<file path="src/rtl/spi_peri_rx.sv">
// spi_peri_rx
//   SPI peripheral-side receiver for the MOSI direction, mode 0, MSB first.
//   The asynchronous SPI pins are oversampled in the clk domain. Bytes are
//   deframed and handed to the consumer on a valid/ready stream through a
//   small FIFO.
//
// Parameters
//   SYNC_STAGES  synchronizer depth on sck/csn/mosi (>= 2)
//   FIFO_DEPTH   receive FIFO entries (power of two, >= 2)
//
// Ports
//   clk        system clock, sole clock of the block
//   rst_n      asynchronous active-low reset
//   spi_sck    SPI clock (async to clk)
//   spi_csn    SPI chip select, active-low (async to clk)
//   spi_mosi   SPI data from controller (async to clk)
//   rx_data    head-of-FIFO byte, meaningful while rx_valid=1
//   rx_valid   FIFO not empty
//   rx_ready   consumer accepts rx_data when rx_valid & rx_ready
//   overflow   sticky: a completed byte was dropped on a full FIFO
//   ovf_clr    clears overflow (a new overflow wins over the clear)
//   frame_err  1-cycle pulse: csn released mid-byte
//   busy       synchronized csn is low
module spi_peri_rx #(
    parameter int unsigned SYNC_STAGES = 2,
    parameter int unsigned FIFO_DEPTH  = 4
) (
    input  logic       clk,
    input  logic       rst_n,
    input  logic       spi_sck,
    input  logic       spi_csn,
    input  logic       spi_mosi,
    output logic [7:0] rx_data,
    output logic       rx_valid,
    input  logic       rx_ready,
    output logic       overflow,
    input  logic       ovf_clr,
    output logic       frame_err,
    output logic       busy
);

    localparam int unsigned AW = $clog2(FIFO_DEPTH);
    localparam int unsigned SW = $clog2(SYNC_STAGES + 1);

    // ------------------------------------------------------------------
    // Input synchronizers
    // ------------------------------------------------------------------
    logic [SYNC_STAGES-1:0] sck_sync;
    logic [SYNC_STAGES-1:0] csn_sync;
    logic [SYNC_STAGES-1:0] mosi_sync;

    always_ff @(posedge clk or negedge rst_n) begin
        if (!rst_n) begin
            sck_sync  <= '1;
            csn_sync  <= '1;
            mosi_sync <= '0;
        end else begin
            sck_sync  <= {sck_sync[SYNC_STAGES-2:0], spi_sck};
            csn_sync  <= {csn_sync[SYNC_STAGES-2:0], spi_csn};
            mosi_sync <= {mosi_sync[SYNC_STAGES-2:0], spi_mosi};
        end
    end

    logic sck_s;
    logic csn_s;
    logic mosi_s;

    assign sck_s  = sck_sync[SYNC_STAGES-1];
    assign csn_s  = csn_sync[SYNC_STAGES-1];
    assign mosi_s = mosi_sync[SYNC_STAGES-1];

    // ------------------------------------------------------------------
    // Start-up gating: the synchronizers come out of reset holding csn=1,
    // which is not a real observation of the pin. Only once the reset
    // values have been flushed out do we look for a genuine idle csn, so a
    // frame cut by reset is ignored until the controller ends it.
    // ------------------------------------------------------------------
    logic [SW-1:0] settle_cnt;
    logic          settled;
    logic          armed;

    assign settled = (settle_cnt == SW'(SYNC_STAGES));

    always_ff @(posedge clk or negedge rst_n) begin
        if (!rst_n) begin
            settle_cnt <= '0;
            armed      <= 1'b0;
        end else begin
            if (!settled) begin
                settle_cnt <= settle_cnt + SW'(1);
            end
            if (settled && csn_s) begin
                armed <= 1'b1;
            end
        end
    end

    // ------------------------------------------------------------------
    // Edge detection
    // ------------------------------------------------------------------
    logic sck_q;
    logic csn_q;
    logic sck_rise;
    logic csn_rise;

    always_ff @(posedge clk or negedge rst_n) begin
        if (!rst_n) begin
            sck_q <= 1'b1;
            csn_q <= 1'b1;
        end else begin
            sck_q <= sck_s;
            csn_q <= csn_s;
        end
    end

    // csn_s=1 on a csn rise, so a coincident sck rise is dropped here too
    assign csn_rise = csn_s & ~csn_q;
    assign sck_rise = sck_s & ~sck_q & ~csn_s & armed;

    // ------------------------------------------------------------------
    // Deframer
    // ------------------------------------------------------------------
    logic [7:0] shifter;
    logic [2:0] bit_cnt;
    logic [7:0] byte_q;
    logic       byte_vld_q;

    always_ff @(posedge clk or negedge rst_n) begin
        if (!rst_n) begin
            shifter    <= '0;
            bit_cnt    <= '0;
            byte_q     <= '0;
            byte_vld_q <= 1'b0;
            frame_err  <= 1'b0;
        end else begin
            byte_vld_q <= 1'b0;
            frame_err  <= 1'b0;
            if (csn_rise) begin
                shifter   <= '0;
                bit_cnt   <= '0;
                frame_err <= (bit_cnt != 3'd0);
            end else if (sck_rise) begin
                shifter <= {shifter[6:0], mosi_s};
                bit_cnt <= bit_cnt + 3'd1;
                if (bit_cnt == 3'd7) begin
                    byte_q     <= {shifter[6:0], mosi_s};
                    byte_vld_q <= 1'b1;
                end
            end
        end
    end

    // ------------------------------------------------------------------
    // Receive FIFO: pointers carry one extra wrap bit
    // ------------------------------------------------------------------
    logic [7:0]  mem [FIFO_DEPTH];
    logic [AW:0] wr_ptr;
    logic [AW:0] rd_ptr;
    logic        empty;
    logic        full;
    logic        push;
    logic        pop;

    assign empty = (wr_ptr == rd_ptr);
    assign full  = (wr_ptr[AW-1:0] == rd_ptr[AW-1:0]) && (wr_ptr[AW] != rd_ptr[AW]);
    assign pop   = rx_valid & rx_ready;
    // A pop in the same cycle frees the slot, so a full FIFO can still accept
    assign push  = byte_vld_q & (~full | pop);

    always_ff @(posedge clk or negedge rst_n) begin
        if (!rst_n) begin
            for (int i = 0; i < int'(FIFO_DEPTH); i++) begin
                mem[i] <= '0;
            end
            wr_ptr   <= '0;
            rd_ptr   <= '0;
            overflow <= 1'b0;
        end else begin
            if (push) begin
                mem[wr_ptr[AW-1:0]] <= byte_q;
                wr_ptr              <= wr_ptr + (AW+1)'(1);
            end
            if (pop) begin
                rd_ptr <= rd_ptr + (AW+1)'(1);
            end
            if (byte_vld_q && full && !pop) begin
                overflow <= 1'b1;
            end else if (ovf_clr) begin
                overflow <= 1'b0;
            end
        end
    end

    assign rx_valid = ~empty;
    assign rx_data  = mem[rd_ptr[AW-1:0]];
    assign busy     = ~csn_s;

endmodule

</file>
<file path="config.mk">
export PLATFORM = sky130hd
export DESIGN_NAME = spi_peri_rx
export DESIGN_NICKNAME = d
export VERILOG_FILES = /design/src/rtl/spi_peri_rx.sv
export SDC_FILE = /design/constraint.sdc
export NUM_CORES = 1
export LEC_CHECK = 0
export ABC_AREA = 0
export ABC_CLOCK_PERIOD_IN_PS = 4360
export CORE_AREA = 5 5 89 91
export DETAILED_ROUTE_END_ITERATION = 7
export DIE_AREA = 0 0 94 96
export GPL_TIMING_DRIVEN = 0
export MAX_ROUTING_LAYER = met4
export PLACE_DENSITY_LB_ADDON = 0.2
export SETUP_SLACK_MARGIN = 0.4
export SYNTH_ARGS = -nofsm -noshare
export SYNTH_HDL_FRONTEND = slang
export SYNTH_SLANG_ARGS = --single-unit
</file>
<file path="constraint.sdc">
create_clock -name clk -period 4.36 [get_ports clk]
set_input_delay 0.436 -clock clk [delete_from_list [all_inputs] [get_ports clk]]
set_output_delay 0.436 -clock clk [all_outputs]
set_load 0.005 [all_outputs]
</file>
After elaboration in Yosys (flattened, before gate mapping)
Index checks and enable logic that the tools add are counted.
Operators by class
  $add $sub $neg: 4
  multipliers: 0
  div/mod/pow operators: 0
  order comparisons: 3
  equal/unequal tests: 5
  shift operators: 0
  mux-type cells: 16
  bitwise operators: 15
  reduce and logical (&&, ||, !) cells: 10
Operators by type and width (count)
  bitwise mux 32 bit: 1
  two-way mux 8 bit: 3
  binary-select mux 8 bit (select 2 bit): 1
  demux 8 bit (select 2 bit): 1
  two-way mux 7 bit: 2
  adder 3 x 1 -> 3 bit, second input constant: 3
  bitwise AND 1 bit: 6
  >= comparator 3 bit, second input constant: 2
  two-way mux 1 bit: 6
  two-way mux 3 bit: 2
  NOT 1 bit: 6
  NOT 2 -> 3 bit: 2
  logical AND 1 bit: 5
  nonzero test 2 bit: 2
  equality test 3 bit: 1
  equality test 3 bit, second input constant: 1
  less-than comparator 3 x 1 -> 1 bit, second input constant: 1
  AND reduction 3 bit: 1
  nonzero test 3 bit: 1
  adder 2 x 1 -> 2 bit, second input constant: 1
  equality test 2 bit: 1
  equality test 2 bit, second input constant: 1
  logical NOT 1 bit: 1
  inequality test 1 bit: 1
  OR 1 bit: 1
Word-level totals
  bits in registers: 70
  bits in latches: 0
  memory bits (writable): 0
  memory bits (read-only): 0
  input bits: 7
  memories: 0

Longest topological paths before layout
Gate-level depths: netlist of the first run.
  word-level depth: 6
  gate-level depth with buffers: 5
  gate-level depth less buffers: 5

Least setup slack after synthesis of the first run
No wires, ideal clock.
  kind: register to register
  from: register rd_ptr[0]
  to: register mem[0] (netlist bit)
  setup time: 0.125 ns
  data arrival time: 1.757 ns
  required time: 4.235 ns
  setup slack: 2.479 ns
  cell stages (with the launch flop): 5
  path through: dfrtp_1 buf_2 xor2_4 o41ai_4 mux2_2
Between the ends
  longest elaborated chain between the ends: 5
RTL lines
  start, declared: RTL line 158  | logic [AW:0] rd_ptr;
  start signal, assigned: RTL line 184  | rd_ptr <= rd_ptr + (AW+1)'(1);
  equality test 3 bit or equality test 2 bit (tied branches): RTL line 164, 165
  NOT 1 bit or logical AND 1 bit (tied branches): RTL line 194, 165
  bitwise AND 1 bit or NOT 1 bit (tied branches): RTL line 166, 168
  OR 1 bit (*): RTL line 168  | assign push = byte_vld_q & (~full | pop);
  bitwise AND 1 bit (*): RTL line 168
  end signal, assigned by index: RTL line 180  | mem[wr_ptr[AW-1:0]] <= byte_q;
  end, declared: RTL line 156  | logic [7:0] mem [FIFO_DEPTH];
Every way passes the cells marked *; elsewhere a longest branch is shown, timed or not.
A chain may end at the register's enable or synchronous reset.

Final worst setup path of the first run
  from: register rd_ptr[1]
  to: output port rx_valid
Between the ends
  longest elaborated chain between the ends: 2
RTL lines
  equality test 3 bit: RTL line 164  | assign empty = (wr_ptr == rd_ptr);
  NOT 1 bit: RTL line 194  | assign rx_valid = ~empty;
  end, declared: RTL line 34  | output logic rx_valid,
No other way between the ends.

==> results of run 1 <==
## cells in the final DEF (no fill, tap or decap), types with 2 or more instances in the layout
cell type,synthesis,final
mux2_2,43,43
mux2i_1,2,2
clkbuf_1,1,2
clkbuf_8,0,9
bufinv_16,0,2
dfstp_2,6,6
o41ai_4,4,4
nor2_1,2,2
ha_1,9,9
mux4_1,8,8
and2_1,4,4
clkdlybuf4s50_1,0,16
dfrtp_1,64,64
a22o_1,9,9
inv_1,12,12
clkinv_2,0,2
nand2_1,2,2
xnor2_1,4,4
## worst max-delay path, cell delays in order (launching register included)
cell	delay, ps
dfrtp_1	400
buf_6	160
xor2_2	570
nor2_1	150
nand2_1	90
clkdlybuf4s50_1	500
## kinds of logic after synthesis
logic type      count (synthesis)  synth area share [%]
mux                            53                 23.31
buf+inv                        16                 2.285
fa+ha+maj                       9                 3.674
xor+xnor                        8                 3.388
flops                          70                 57.39
compound gates                 21                 8.327
simple gates                    9                 1.633
## how the worst max path moves through the flow
stage / from / cells after the start / to / slack [ps]
after floorplan: rd_ptr[0]$_DFFE_PN0P_ / 4 / mem[0]$_DFFE_PN0P_ / 2480
final: rd_ptr[1]$_DFFE_PN0P_ / 5 / rx_valid / 1730
after CTS: rd_ptr[1]$_DFFE_PN0P_ / 5 / rx_valid / 1700
after global placement: rst_n / 1 / wr_ptr[0]$_DFFE_PN0P_ / 780
after detailed placement: rd_ptr[1]$_DFFE_PN0P_ / 5 / rx_valid / 2070
after global routing: rd_ptr[1]$_DFFE_PN0P_ / 5 / rx_valid / 1600
## layer usage
metal,track usage (%),vias to the layer above,share of wire (%)
met5,-,-,0
met4,6.498,0,1.6
met3,3.049,7,3.0
met2,22.59,21,52
met1,15.97,857,43
li1,-,745,-
## power by group
group          leakage, nW  internal (W)  switching (W)
clock network        0.106      0.000321       0.000228
registers            0.933      0.000676      0.0000204
logic                0.678      0.000100       0.000153
total                 1.72       0.00110       0.000402
## state kept, by name, summed over array words and instances (netlist names), 2 cells and up
name,flops
settle_cnt,2
csn_sync,2
byte_q,8
mosi_sync,2
wr_ptr,3
bit_cnt,3
sck_sync,2
shifter,7
rd_ptr,3
mem,32
## area by class of cell
class                      instances  area (um2)  share of cell area, %
buffer                             4       25.02                 0.7008
clock buffer                      10       127.6                  3.574
clock inverter                     6       86.33                  2.418
inverter                          12       45.04                  1.261
multi-input combinational        100        1236                  34.62
sequential                        70        1759                  49.26
tap                               99       123.9                  3.469
timing repair buffer              17       167.7                  4.695
## metrics by stage
stage,instances,util [%],hold slack (ps),setup slack [ps]
after detailed placement,302,47.55,340.9,2074
after floorplan,186,-,140.4,2479
after global routing,318,50.58,287.7,1596
after CTS,318,50.58,238.1,1696
after global placement,302,47.59,334.6,783.6
final,318,50.58,219.0,1728
==> impl_metrics.yaml, run 1 <==
placed_design:
  dpl_cell_area_um2: 3357
  port_buffers: 17
  gp_congestion: 0.7484
  dp_hpwl_um: 3457
timing:
  worst_pin_slew_ps: 855.4
  fmax_mhz: 380.0
  setup_tns_ps: 0
  clock_skew_ps: 7.569
  setup_viol: 0
  min_period_over_period_pct: 60.36
  hold_viol_final: 0
  rsz0062_at_grt: "false"
  slew_headroom_pct: 42.97
  drv_slew: 0
  period_minus_slack_ps: 2632
worst_setup_path:
  critPathCaptureType: "output port"
  r2r_start: "rd_ptr[0]$_DFFE_PN0P_"
  crit_fanout: 10
  startpoint_type: "flop"
  crit_required_ps: 3920
  critical_path_class: "reg -> out"
  ff2ff_path_depth: 4
  cp.arrival_ps: 2200
  rr_endpoint: "mem[13]$_DFFE_PN0P_"
  worst-r2r-setup-slack_ps: 2140
die:
  fp.dieH_um: 96
  die_w_um: 94
  start_util_pct: 43.42
  dieArea_um2: 9024
  ios: 19
  rows: 31
  core_um2: 7059
synth:
  synth_ff_type: "dfrtp_1"
  netlist_area_um2: 3065
  async_reset_ff_share_pct: 100.0
  netlist_instances: 186
  synth-seq-cells: 70
  synth_top_area_share_pct: 52.24
  yosys_warnings: 0
  ys_seq_area_share_pct: 57.39
  ys_types: 30
  yosysTopAreaCell: "dfrtp_1"
  synth_common_cells: "dfrtp_1, mux2_2, inv_1, a22o_1, ha_1"
  postSynthNetCount: 202
  synthTopCellsByArea: "dfrtp_1, mux2_2, mux4_1"
  syn_avg_cell_area_um2: 16.48
  synth_most_common_cell: "dfrtp_1"
  synth_edf_count: 0
drt:
  dr.pass1.iters: 4
  routed_via_density: 5.126
  wirelength_um: 5107
  drtAntennaViolNets: 0
  avgRoutedWirePerCell_um: 16.06
  drtIter0Drc: 50
  via_count: 1630
  drc: 0
cts:
  clockRootBuffer: "clkbuf_8"
  cts-htree-levels: 3
  cts_setup_buffers: 0
  cts_buffers: 9
  clk_pin_slew_ps: 70
  cts_tree: "built"
  clock_sinks: 70
  clk_latency_ps: 330
  cts_buffer_depth: 2
  ctsHoldBuffers: 0
  cts_resized: 0
outcome:
  status: "completed"
global_routing:
  antenna_found_initial: 0
  grt_pass1_wl_um: 8976
  first_global_vias: 1831
  grt_overflow: 0
  grt_use_total_pct: 13.68
  grt_max_degree: 71
final_layout:
  num_antenna_cells: 0
  drive_above_1_share_pct: 34.70
  area_delta_synth_final_pct: 16.49
  nFillCells: 625
  fin_nets: 230
  design_area_um2: 3571
hold_path:
  hold_path_class: "in -> async"
power_and_ir_drop:
  leakagePower_nw: 1.717
  vdd_ir_drop_max_v: 0.0003001
  p_total_w: 0.001499
  cellPowerDensity_nw_per_um2: 419.7
job:
  cap_violations: 0
Power figures use the tool's default switching activity.
==> run 2, diff against run 1 <==
--- a/config.mk
+++ b/config.mk
@@ -6,7 +6,7 @@
 export NUM_CORES = 1
 export LEC_CHECK = 0
 export ABC_AREA = 0
-export ABC_CLOCK_PERIOD_IN_PS = 4360
+export ABC_CLOCK_PERIOD_IN_PS = 2700
 export CORE_AREA = 5 5 89 91
 export DETAILED_ROUTE_END_ITERATION = 7
 export DIE_AREA = 0 0 94 96
==> constraint.sdc (replaced) <==
create_clock -name clk -period 2.7 [get_ports clk]
set_input_delay 0.27 -clock clk [delete_from_list [all_inputs] [get_ports clk]]
set_output_delay 0.27 -clock clk [all_outputs]
set_load 0.005 [all_outputs]
==> impl_metrics.yaml, run 2 (synthesis results as in run 1) <==
final_layout:
  num_antenna_cells: 0
  final_common_cell: "dfrtp_1"
  area_delta_synth_final_pct: 19.27
  largest_reg_flops: 32
  fin_nets: 235
  nFillCells: 620
  regMostFlops: "mem"
  drive_above_1_share_pct: 36.61
  layout_common_cells: "dfrtp_1, mux2_2, clkdlybuf4s50_1"
  reg_top3: "mem (32), byte_q (8), shifter (7)"
global_routing:
  grt_pass1_wl_um: 9011
  grtUsageMet2_pct: 22.71
  use_met1_pct: 16.03
  antenna_found_initial: 0
  busiest_layer: "met2"
  grt_max_degree: 71
  grt_overflow: 0
  grt_use_total_pct: 13.73
  gr-usage-met3_pct: 3.049
  first_global_vias: 1847
worst_setup_path:
  cp.arrival_ps: 2470
  rr_endpoint: "mem[21]$_DFFE_PN0P_"
  crit_fanout: 10
  worst-r2r-setup-slack_ps: 440
  max_stage_delay_ps: 740
  crit_buf_inv: 2
  critPathCaptureType: "flop"
  crit_family: "compound AO/OA/AOI/OAI gates"
  crit_chain: "buf_6, xor2_4, buf_4, o41ai_4, mux2_2"
  ff2ff_path_depth: 5
  startpoint_type: "flop"
  cp_slowest_cell: "o41ai_4"
  critical_path_class: "reg -> reg"
  crit_required_ps: 2910
  r2r_start: "rd_ptr[1]$_DFFE_PN0P_"
placed_design:
  dp_hpwl_um: 3457
  port_buffers: 17
  gp_congestion: 0.7484
job:
  cap_violations: 0
power_and_ir_drop:
  cellPowerDensity_nw_per_um2: 700.0
  clkPwrFrac_pct: 34.6
  swShare_pct: 26.49
  seq_power_share_pct: 44.1
  vdd_ir_drop_max_v: 0.0004825
  p_int_w: 0.001881
  power_frac_comb_pct: 21.3
  p_total_w: 0.002559
  leakagePower_nw: 1.751
  p_sw_w: 0.0006780
drt:
  wirelength_um: 5168
  avgRoutedWirePerCell_um: 16.00
  drtIter0Drc: 51
  drc: 0
  drtAntennaViolNets: 0
  dr.pass1.iters: 4
  routed_via_density: 5.149
  via_count: 1663
timing:
  worst_pin_slew_ps: 844.1
  fmax_mhz: 442.4
  min_period_over_period_pct: 83.71
  setup_viol: 0
  whs_ps: 62.47
  clock_skew_ps: 7.056
  rsz0062_at_grt: "true"
  drv_slew: 0
  period_minus_slack_ps: 2260
  slew_headroom_pct: 43.73
  hold_viol_final: 0
cts:
  clk_latency_ps: 330
  clock_sinks: 70
  cts_buffers: 9
  cts-htree-levels: 3
  cts_tree: "built"
  cts_buffer_depth: 2
  clockRootBuffer: "clkbuf_8"
  clk_pin_slew_ps: 70
  ctsHoldBuffers: 0
die:
  dieArea_um2: 9024
  ios: 19
  start_util_pct: 43.42
  fp.dieH_um: 96
  die_w_um: 94
  core_um2: 7059
  rows: 31
outcome:
  status: "completed"
hold_path:
  hold_path_class: "in -> async"
## run 2: worst max path at each step
stage / from / end / cells after the start / slack [ps]
after floorplan: rd_ptr[0]$_DFFE_PN0P_ / mem[0]$_DFFE_PN0P_ / 4 / 820
after global placement: rst_n / wr_ptr[0]$_DFFE_PN0P_ / 1 / -710
after detailed placement: rd_ptr[0]$_DFFE_PN0P_ / mem[5]$_DFFE_PN0P_ / 4 / 430
after CTS: rd_ptr[1]$_DFFE_PN0P_ / rx_valid / 5 / 410
after global routing: rd_ptr[1]$_DFFE_PN0P_ / mem[21]$_DFFE_PN0P_ / 5 / 370
final: rd_ptr[1]$_DFFE_PN0P_ / mem[21]$_DFFE_PN0P_ / 5 / 440
## run 2: area by class of cell
type	instances	area, um2	share of cell area, %
Buffer	4	40.04	1.095
Clock buffer	10	127.6	3.491
Clock inverter	6	86.33	2.361
Inverter	12	45.04	1.232
Multi-Input combinational cell	100	1244	34.02
Sequential cell	70	1759	48.12
Tap cell	99	123.9	3.388
Timing Repair Buffer	22	230.2	6.297
## run 2: per-stage QoR
stage               cell area [um2]  setup TNS [ps]  setup WS [ps]  util [%]  cells
finish                         3656               0          439.7     51.79    323
global route                   3656               0          366.8     51.79    323
CTS                            3636               0          408.8     51.51    321
detailed placement             3357               0          434.1     47.55    302
global placement               3359          -45310         -710.4     47.59    302
floorplan                      3065               0          818.6         -    186
## run 2: routing by layer
| layer | part of all wire (%) | vias up |
|---|---|---|
| met3 | 3.2 | 7 |
| met5 | 0 | - |
| met4 | 1.6 | 0 |
| met2 | 52 | 25 |
| li1 | - | 754 |
| met1 | 43 | 877 |
## run 2: timing repair
item | CTS | global route
buffers inserted | 3 | 2
pin swaps | 1 | 0
endpoints found under the setup margin | 9 | 4
resized for setup | 3 | 3
## run 2: power by group through the flow
stage / clock (W) / sequential (W) / combinational, W
after floorplan: 0 / 0.00114 / 0.000308
after global placement: 0 / 0.00114 / 0.000401
after detailed placement: 0 / 0.00114 / 0.000417
after CTS: 0.000916 / 0.00113 / 0.000512
after global routing: 0.000955 / 0.00113 / 0.000589
final: 0.000886 / 0.00113 / 0.000545
==> run 3, diff against run 2 <==
--- a/config.mk
+++ b/config.mk
@@ -6,7 +6,7 @@
 export NUM_CORES = 1
 export LEC_CHECK = 0
 export ABC_AREA = 0
-export ABC_CLOCK_PERIOD_IN_PS = 2700
+export ABC_CLOCK_PERIOD_IN_PS = 2200
 export CORE_AREA = 5 5 89 91
 export DETAILED_ROUTE_END_ITERATION = 7
 export DIE_AREA = 0 0 94 96
==> constraint.sdc (replaced) <==
create_clock -name clk -period 2.2 [get_ports clk]
set_input_delay 0.22 -clock clk [delete_from_list [all_inputs] [get_ports clk]]
set_output_delay 0.22 -clock clk [all_outputs]
set_load 0.005 [all_outputs]
==> impl_metrics.yaml, run 3 (synthesis results as in run 1) <==
drt:
  drtAntennaViolNets: 0
  via_count: 1707
  dr.pass1.iters: 4
  drc: 0
  avgRoutedWirePerCell_um: 16.95
  drtIter0Drc: 64
  wirelength_um: 5729
  routed_via_density: 5.050
global_routing:
  busiest_layer: "met2"
  grt_overflow: 0
  first_global_vias: 1858
  grt_pass1_wl_um: 9701
  grt_max_degree: 71
  grt_use_total_pct: 15.03
  gr-usage-met3_pct: 3.362
  grtUsageMet2_pct: 22.59
  antenna_found_initial: 0
  use_met1_pct: 18.69
die:
  ios: 19
  core_um2: 7059
  die_w_um: 94
  dieArea_um2: 9024
  fp.dieH_um: 96
  start_util_pct: 43.42
  rows: 31
timing:
  hold_viol_final: 9
  period_minus_slack_ps: 2018
  fmax_mhz: 495.6
  setup_viol: 0
  slew_headroom_pct: 43.02
  setup_tns_ps: 0
  worst_pin_slew_ps: 854.7
  whs_ps: -24.70
  drv_slew: 0
  min_period_over_period_pct: 91.72
  clock_skew_ps: 8.480
  rsz0062_at_grt: "true"
placed_design:
  dp_hpwl_um: 3408
  gp_congestion: 0.7611
  port_buffers: 17
  dp.cells: 302
worst_setup_path:
  critPathCaptureType: "flop"
  critical_path_class: "reg -> reg"
  crit_fanout: 6
  cp.arrival_ps: 2240
  startpoint_type: "flop"
  crit_required_ps: 2420
final_layout:
  reg_top3: "mem (32), byte_q (8), shifter (7)"
  area_delta_synth_final_pct: 26.69
  regMostFlops: "mem"
  finalNonFillerCells: 338
  fin_nets: 250
  num_antenna_cells: 0
  final_common_cell: "dfrtp_1"
  drive_above_1_share_pct: 49.37
  layout_common_cells: "dfrtp_1, mux2_4, mux2_2"
  largest_reg_flops: 32
outcome:
  status: "complete, but fails checks"
  violations: "hold timing"
cts:
  clock_sinks: 70
  cts_buffer_depth: 2
  cts_buffers: 9
  ctsHoldBuffers: 0
  clk_pin_slew_ps: 70
  cts_tree: "built"
  clk_latency_ps: 330
  cts-htree-levels: 3
  clockRootBuffer: "clkbuf_8"
hold_path:
  hold_path_class: "in -> async"
power_and_ir_drop:
  vdd_ir_drop_max_v: 0.0004950
  leakagePower_nw: 1.904
  cellPowerDensity_nw_per_um2: 841.5
job:
  cap_violations: 0
run 3: critical path, stage by stage (launching register included):
cell	delay, ps
dfrtp_2	430
buf_12	130
buf_16	130
xor2_4	180
buf_6	160
o41ai_4	360
buf_6	210
mux2_4	310
run 3: where the power goes:
group	internal (W)	leakage [nW]	switching, W
registers	0.00134	0.932	0.0000547
clock network	0.000494	0.102	0.000448
logic	0.000508	0.870	0.000422
total	0.00234	1.90	0.000925
run 3: layer usage:
layer  routed length (um)  vias to the layer above
met5                    0                        -
met4                  127                        0
li1                     -                      775
met2                 2786                       25
met3                  157                       12
met1                 2658                      895
run 3: path summary, 6_finish.rpt:
check                                       from                     to  slack (ps)  cells past startpoint
setup / recovery           rd_ptr[0]$_DFFE_PN0P_    mem[24]$_DFFE_PN0P_         180                      7
hold / removal                             rst_n  rd_ptr[2]$_DFFE_PN0P_         -20                      1
setup reg to reg           rd_ptr[0]$_DFFE_PN0P_    mem[24]$_DFFE_PN0P_         180                      7
hold reg to reg            csn_sync[0]$_DFF_PN1_  csn_sync[1]$_DFF_PN1_         350                      0
max in group asynchronous                  rst_n  rd_ptr[0]$_DFFE_PN0P_        1650                      1
min in group clk                         spi_csn  csn_sync[0]$_DFF_PN1_         300                      1
run 3: layout make-up:
class	count	area, um2
Fill cell	574	3176
Sequential cell	70	1760
Multi-Input combinational cell	101	1354
Timing Repair Buffer	36	371.6
Clock buffer	12	165.2
Tap cell	99	123.9
Inverter	12	45.04
Buffer	4	43.79
Clock inverter	4	20.02
run 3: per-stage QoR:
stage | area, um2 | total power [W] | hold slack [ps] | worst slack (ps) | util, %
2_1_floorplan | 3102 | 0.001793 | -75.59 | 353.1 | -
3_3_place_gp | 3396 | 0.001913 | 336.9 | -1189 | 48.10
3_5_place_dp | 3393 | 0.001940 | 341.1 | -14.34 | 48.07
5_1_grt | 3884 | 0.003433 | 63.95 | 111.5 | 55.02
4_1_cts | 3847 | 0.003236 | 23.79 | 183.3 | 54.50
6_report | 3884 | 0.003268 | -24.70 | 182.3 | 55.02
run 3: what timing repair did:
item	in CTS	in global routing
pin swaps	5	3
cloned	2	0
endpoints found under the setup margin	51	62
buffers inserted	16	2
resized for setup	69	9
